## src/rtl/bram_dac_pkg.sv

```systemverilog
// Shared types and constants for the BRAM-to-DAC playback path.
// The BRAM word size and the word/byte address shift are defined here.
package bram_dac_pkg;
  localparam int BYTES_PER_WORD = 64;
  localparam int WORD_SHIFT     = $clog2(BYTES_PER_WORD);
  localparam int ADDR_W_DFLT    = 32;

  typedef enum logic [1:0] {IDLE, RUN, DRAIN} state_t;

  typedef logic [ADDR_W_DFLT-WORD_SHIFT-1:0] word_idx_t;
endpackage

```

## src/rtl/stream_sync_fifo.sv

```systemverilog
// Synchronous first-word-fall-through FIFO with occupancy count. Zero-latency read of the head.
// Pushes into a full FIFO and pops from an empty FIFO are ignored; the caller sizes traffic by credit.
module stream_sync_fifo #(
  parameter int WIDTH = 8,
  parameter int DEPTH = 4,
  localparam int PTR_W = (DEPTH > 1) ? $clog2(DEPTH) : 1,
  localparam int CNT_W = $clog2(DEPTH + 1)
) (
  input  logic             clk,
  input  logic             rst_n,
  input  logic             push_i,
  input  logic [WIDTH-1:0] din_i,
  input  logic             pop_i,
  output logic [WIDTH-1:0] dout_o,
  output logic             empty_o,
  output logic             full_o,
  output logic [CNT_W-1:0] count_o
);
  logic [WIDTH-1:0] mem_q [DEPTH];
  logic [PTR_W-1:0] wr_ptr_q, wr_ptr_d, rd_ptr_q, rd_ptr_d;
  logic [CNT_W-1:0] count_q, count_d;
  logic             do_push, do_pop;

  function automatic logic [PTR_W-1:0] ptr_inc(input logic [PTR_W-1:0] p);
    return (p == PTR_W'(DEPTH - 1)) ? '0 : p + PTR_W'(1);
  endfunction

  assign empty_o = (count_q == '0);
  assign full_o  = (count_q == CNT_W'(DEPTH));
  assign count_o = count_q;
  assign dout_o  = mem_q[rd_ptr_q];
  assign do_push = push_i && !full_o;
  assign do_pop  = pop_i && !empty_o;

  always_comb begin
    wr_ptr_d = do_push ? ptr_inc(wr_ptr_q) : wr_ptr_q;
    rd_ptr_d = do_pop ? ptr_inc(rd_ptr_q) : rd_ptr_q;
    count_d  = count_q;
    if (do_push && !do_pop) count_d = count_q + CNT_W'(1);
    if (do_pop && !do_push) count_d = count_q - CNT_W'(1);
  end

  always_ff @(posedge clk) begin
    if (do_push) mem_q[wr_ptr_q] <= din_i;
  end

  always_ff @(posedge clk or negedge rst_n) begin
    if (!rst_n) begin
      wr_ptr_q <= '0;
      rd_ptr_q <= '0;
      count_q  <= '0;
    end else begin
      wr_ptr_q <= wr_ptr_d;
      rd_ptr_q <= rd_ptr_d;
      count_q  <= count_d;
    end
  end
endmodule

```

## src/rtl/bram_dac_streamer.sv

```systemverilog
// Loops BRAM words [start,stop) onto AXI-Stream while dac_en is high; first beat RD_LAT+1 cycles after enable.
// Reads are credit-limited so the output FIFO never overflows under tready backpressure; BRAM_DAC_TLAST_EN adds tlast.
module bram_dac_streamer
  import bram_dac_pkg::*;
#(
  parameter int DATA_W     = 512,
  parameter int ADDR_W     = 32,
  parameter int RD_LAT     = 2,
  parameter int FIFO_DEPTH = 4
) (
  input  logic              aclk,
  input  logic              aresetn,
  input  logic              dac_en,
  input  logic [31:0]       start_ptr,
  input  logic [31:0]       stop_ptr,
  output logic [ADDR_W-1:0] bram_addr,
  output logic              bram_en,
  input  logic [DATA_W-1:0] bram_rddata,
  output logic [DATA_W-1:0] m_axis_tdata,
  output logic              m_axis_tvalid,
  input  logic              m_axis_tready,
`ifdef BRAM_DAC_TLAST_EN
  output logic              m_axis_tlast,
`endif
  output logic              busy,
  output logic              cfg_err
);
  localparam int WIDX_W = ADDR_W - WORD_SHIFT;
  localparam int CNT_W  = $clog2(FIFO_DEPTH + 1);
`ifdef BRAM_DAC_TLAST_EN
  localparam int FIFO_W = DATA_W + 1;
`else
  localparam int FIFO_W = DATA_W;
`endif

  state_t              state_q, state_d;
  logic                dac_en_q;
  logic [WIDX_W-1:0]   start_w_q, start_w_d, stop_w_q, stop_w_d, cur_w_q, cur_w_d;
  logic [WIDX_W-1:0]   start_in, stop_in, cur_inc;
  logic [CNT_W-1:0]    inflight_q, inflight_d, fifo_count;
  logic [RD_LAT-1:0]   vld_sr_q, vld_sr_d;
  logic                cfg_err_q, cfg_err_d;
  logic                issue, ret, fifo_empty, fifo_full, pop;
  logic [FIFO_W-1:0]   fifo_din, fifo_dout;
  logic                unused_bits;

  assign start_in    = start_ptr[ADDR_W-1:WORD_SHIFT];
  assign stop_in     = stop_ptr[ADDR_W-1:WORD_SHIFT];
  assign unused_bits = ^{start_ptr[WORD_SHIFT-1:0], stop_ptr[WORD_SHIFT-1:0], fifo_full};
  assign cur_inc     = cur_w_q + WIDX_W'(1);

  // Credit: every issued read already owns a FIFO slot when its data returns.
  assign issue = (state_q == RUN) && dac_en &&
                 ((int'(fifo_count) + int'(inflight_q)) < FIFO_DEPTH);
  assign ret        = vld_sr_q[RD_LAT-1];
  assign vld_sr_d   = RD_LAT'({vld_sr_q, issue});
  assign inflight_d = inflight_q + CNT_W'(issue) - CNT_W'(ret);

  always_comb begin
    state_d   = state_q;
    start_w_d = start_w_q;
    stop_w_d  = stop_w_q;
    cur_w_d   = cur_w_q;
    cfg_err_d = cfg_err_q;
    unique case (state_q)
      IDLE: begin
        if (dac_en && !dac_en_q) begin
          start_w_d = start_in;
          stop_w_d  = stop_in;
          if (stop_in > start_in) begin
            state_d = RUN;
            cur_w_d = start_in;
          end else begin
            cfg_err_d = 1'b1;
          end
        end
      end
      RUN: begin
        if (!dac_en) state_d = DRAIN;
        else if (issue) cur_w_d = (cur_inc == stop_w_q) ? start_w_q : cur_inc;
      end
      DRAIN: begin
        if (fifo_empty && (inflight_q == '0)) state_d = IDLE;
      end
      default: state_d = IDLE;
    endcase
  end

  // dac_en_q resets high so a level already present at reset release is not taken as a rise.
  always_ff @(posedge aclk or negedge aresetn) begin
    if (!aresetn) begin
      state_q    <= IDLE;
      dac_en_q   <= 1'b1;
      start_w_q  <= '0;
      stop_w_q   <= '0;
      cur_w_q    <= '0;
      inflight_q <= '0;
      vld_sr_q   <= '0;
      cfg_err_q  <= 1'b0;
    end else begin
      state_q    <= state_d;
      dac_en_q   <= dac_en;
      start_w_q  <= start_w_d;
      stop_w_q   <= stop_w_d;
      cur_w_q    <= cur_w_d;
      inflight_q <= inflight_d;
      vld_sr_q   <= vld_sr_d;
      cfg_err_q  <= cfg_err_d;
    end
  end

`ifdef BRAM_DAC_TLAST_EN
  logic [RD_LAT-1:0] last_sr_q, last_sr_d;
  assign last_sr_d = RD_LAT'({last_sr_q, (cur_inc == stop_w_q)});
  always_ff @(posedge aclk or negedge aresetn) begin
    if (!aresetn) last_sr_q <= '0;
    else          last_sr_q <= last_sr_d;
  end
  assign fifo_din     = {last_sr_q[RD_LAT-1], bram_rddata};
  assign m_axis_tlast = !fifo_empty && fifo_dout[DATA_W];
`else
  assign fifo_din = bram_rddata;
`endif

  stream_sync_fifo #(
    .WIDTH(FIFO_W),
    .DEPTH(FIFO_DEPTH)
  ) u_out_fifo (
    .clk    (aclk),
    .rst_n  (aresetn),
    .push_i (ret),
    .din_i  (fifo_din),
    .pop_i  (pop),
    .dout_o (fifo_dout),
    .empty_o(fifo_empty),
    .full_o (fifo_full),
    .count_o(fifo_count)
  );

  assign pop           = m_axis_tvalid && m_axis_tready;
  assign m_axis_tvalid = !fifo_empty;
  assign m_axis_tdata  = fifo_empty ? '0 : fifo_dout[DATA_W-1:0];
  assign bram_en       = issue;
  assign bram_addr     = {cur_w_q, WORD_SHIFT'(0)};
  assign busy          = (state_q != IDLE);
  assign cfg_err       = cfg_err_q;
endmodule

```

## config.mk

```make
export PLATFORM = sky130hd
export DESIGN_NAME = bram_dac_streamer
export DESIGN_NICKNAME = d
export VERILOG_FILES = /design/src/rtl/bram_dac_pkg.sv /design/src/rtl/stream_sync_fifo.sv /design/src/rtl/bram_dac_streamer.sv
export SDC_FILE = /design/constraint.sdc
export NUM_CORES = 2
export LEC_CHECK = 0
export CAP_MARGIN = 40
export CORE_ASPECT_RATIO = 0.8
export CORE_UTILIZATION = 40
export CTS_BUF_LIST = sky130_fd_sc_hd__clkbuf_16
export DETAILED_ROUTE_END_ITERATION = 8
export DONT_BUFFER_PORTS = 1
export PLACE_DENSITY = 0.62
export SYNTH_ARGS = -nofsm -noshare
export SYNTH_HDL_FRONTEND = slang
export SYNTH_SLANG_ARGS = --single-unit
```

## constraint.sdc

```tcl
create_clock -name aclk -period 17.7 [get_ports aclk]
set_input_delay 2.655 -clock aclk [delete_from_list [all_inputs] [get_ports aclk]]
set_output_delay 2.655 -clock aclk [all_outputs]
set_load 0.01 [all_outputs]
```

==> run summary <==
Final instance area: 93,800 um2
Port-buffer cells: 0
Largest net degree at the start of global routing: 159
Compound-Gate Fraction of Synth Area: 1.201%
Clk_lat worst skew: 0.86 ns
Dpl cells: 6,509
Initial antenna violation count: 8
Cells after synthesis: 3,944
CTS tree: done
Minimum clock period: 7.593 ns
FP Rows: 149
Arrival @ worst endpoint: 4.94 ns
Reg2Reg Setup Slack: 12.66 ns
WP data required: 15.05 ns
Post-Synth Simple-Gate Area: 5.268%
Area leader, netlist: edfxtp_1
Post-synthesis sequential area ratio: 76.40%
Slew of the pin with the lowest slew margin: 1.107 ns
Htree depth: 4
CTS max path bufs: 4
Routed via count: 37,886
Async S/R FF share, synth: 4.388%
Fmax: 131.7 MHz
Root Driver: clkbuf_16
Startpoint types: flip-flop
Worst hold path class: reg2reg
Core area: 206,900 um2
Fillers: 17,241
Top Ports: 1,128
DRT Pass-1 Iters: 5
Hold endpoint: vld_sr_q[1]
Top post-synthesis cells by count: edfxtp_1 (2,048), and2_1 (533), mux4_2 (512), clkbuf_1 (123), dfrtp_1 (93)
R2R cell count: 8
RSZ-0062 raised after global routing: false
Largest family of logic cells by synthesized area: multiplexers
R2r startpoint: u_out_fifo.count_o[0]
Overflow after GRT: 0
Max VDD drop: 119.6 uV
PD cells: 152.7 nW/um2
Residual DRC count: 0
Initial Utilization: 40.39%
Critical R2R Capture: u_out_fifo.mem_q[0][252]
Max Slew Vio Count: 0
Hold Vio Cnt, Final: 0
Syn avg cell area: 21.19 um2
Placer congestion estimate: 0.8344
Crit Path Class: reg2out
Postcts setup bufs: 0
Sink Count: 2,142
XOR/XNOR share of the synthesized area: 0.5150%
Die area: 210,800 um2
Worst Setup End Kind: output pin
Setup total negative slack: 0 ns
Share of layout cells above drive strength 1: 22.68%
First-pass GRT wire length: 283.4 mm
Post-synthesis mux area share: 14.73%
Die Span Y: 410.9 um
DP HPWL: 129.1 mm
Area share of the largest cell type after synthesis: 73.58%
Routed Antenna Nets: 0
Non-Filler Instances: 6,901
#FFs+latches synth: 2,142
Setup violators final: 0
Leakage Power: 0.02953 uW
Status: completed
Max-cap violations: 0
# resized after CTS: 0
Adder-cell share of the synthesized area: 0.6018%
Syn Std Cell Area: 83,580 um2
Placed cell area: 87,030 um2
Period utilization: 42.90%
Initial DRC count: 2,883
Most common cell in the netlist: edfxtp_1
Vias per Instance: 5.490
Final hold slack: 0.3483 ns
Ys Warns: 0
Relative slew slack: 26.21%
EDFF count, synth: 2,048
Drt total wl: 199.2 mm
Drt wl/cell: 28.86 um
Clock transition at path regs: 0.06 ns
Crit-path max FO: 71
Number of CTS-inserted buffers: 212
Distinct cells, synth: 72
Total track usage: 18.48%
Vias in the first global route: 38,904
Die Wd: 513.1 um
WHS Path Cells: 0
Top_reg_cell synth: edfxtp_1
Ranking of synthesized cells by area: edfxtp_1 (74%), mux4_2 (14%), and2_1 (4.0%)
Clock Skew: 0.06018 ns
Syn-to-layout area delta: 12.23%
Nets: 4,624
Worst Hold Launch: vld_sr_q[0]
Hold_buf cts: 0
## layout make-up
cell class	count	area [um2]	area share, %
Multi-Input combinational cell	1533	18700	19.94
Inverter	49	183.9	0.1961
Clock buffer	214	5355	5.709
Tap cell	2718	3401	3.625
Antenna cell	12	30.03	0.03201
Sequential cell	2142	63860	68.08
Timing Repair Buffer	67	878.3	0.9364
Clock inverter	166	1390	1.482
## logic make-up (layout without fill, tap and decap cells)
| kind of cell | count (synthesis) | after routing |
|---|---|---|
| muxes | 584 | 584 |
| and+or+nand+nor | 721 | 721 |
| DFF | 2142 | 2142 |
| other | 1 | 18 |
| xor gates and xnor gates | 44 | 44 |
| AOI/OAI and AO/OA | 139 | 139 |
| buffers and inverters | 274 | 496 |
| adders and majority gates | 39 | 39 |
## critical path: stages (launching register included)
cell and delay [ns]:
dfrtp_1 0.42, or3_4 0.39, buf_4 0.61, buf_4 0.69, buf_4 0.66, buf_4 0.64
and2_1 0.43
## how the worst max path moves through the flow
stage	from	endpoint	slack, ns	depth (start not counted)
2_1_floorplan	u_out_fifo.count_o[0]	u_out_fifo.mem_q[3][0]	4.35	3
3_3_place_gp	u_out_fifo.count_o[0]	m_axis_tdata[141]	10.86	6
3_5_place_dp	u_out_fifo.rd_ptr_q[0]	m_axis_tdata[129]	10.84	5
4_1_cts	u_out_fifo.rd_ptr_q[0]	m_axis_tdata[129]	9.91	5
5_1_grt	u_out_fifo.rd_ptr_q[0]	m_axis_tdata[129]	9.71	5
6_report	u_out_fifo.count_o[0]	m_axis_tdata[141]	10.11	6
## stage by stage
| stage | util (%) | total power, uW | worst slack [ns] |
|---|---|---|---|
| after floorplan | - | 8960 | 4.352 |
| after global placement | 41.91 | 10090 | 10.86 |
| after detailed placement | 42.06 | 10120 | 10.84 |
| after CTS | 45.31 | 14510 | 9.908 |
| after global routing | 45.33 | 14870 | 9.712 |
| final | 45.33 | 14330 | 10.11 |
## cells in the final DEF, fill, tap and decap left out, types with 16 or more instances in the layout
master,n
a21oi_1,16
and2_1,529
buf_4,42
bufinv_16,22
clkbuf_16,214
clkinv_1,44
clkinv_2,33
dfrtp_1,91
edfxtp_1,2048
ha_1,37
inv_1,97
mux2_2,49
mux2i_1,23
mux4_2,512
nand2_1,27
nor2_1,42
nor3_1,16
o21ai_0,25
o41ai_1,25
xnor2_1,29
## state kept, by name (all words and copies together), names as in the netlist
register,count
vld_sr_q,2
u_out_fifo.wr_ptr_q,2
u_out_fifo.rd_ptr_q,2
stop_w_q,26
u_out_fifo.mem_q,2048
state_q,2
cur_w_q,26
cfg_err,1
dac_en_q,1
inflight_q,3
u_out_fifo.count_o,3
start_w_q,26
## report_power, final
group	switching [uW]	total, uW	internal (uW)
Sequential	242	5960	5720
Combinational	2340	3980	1640
Clock	1870	4380	2510
Total	4450	14300	9870
## routing by layer
metal	vias up	global-route usage (%)	wire length, um
met1	20226	21.34	72060
met4	6	6.881	6974
met2	1261	31.10	101400
li1	16080	-	-
met5	-	0	40
met3	313	7.189	18690
Note: power is estimated with default switching activity, not from simulation.
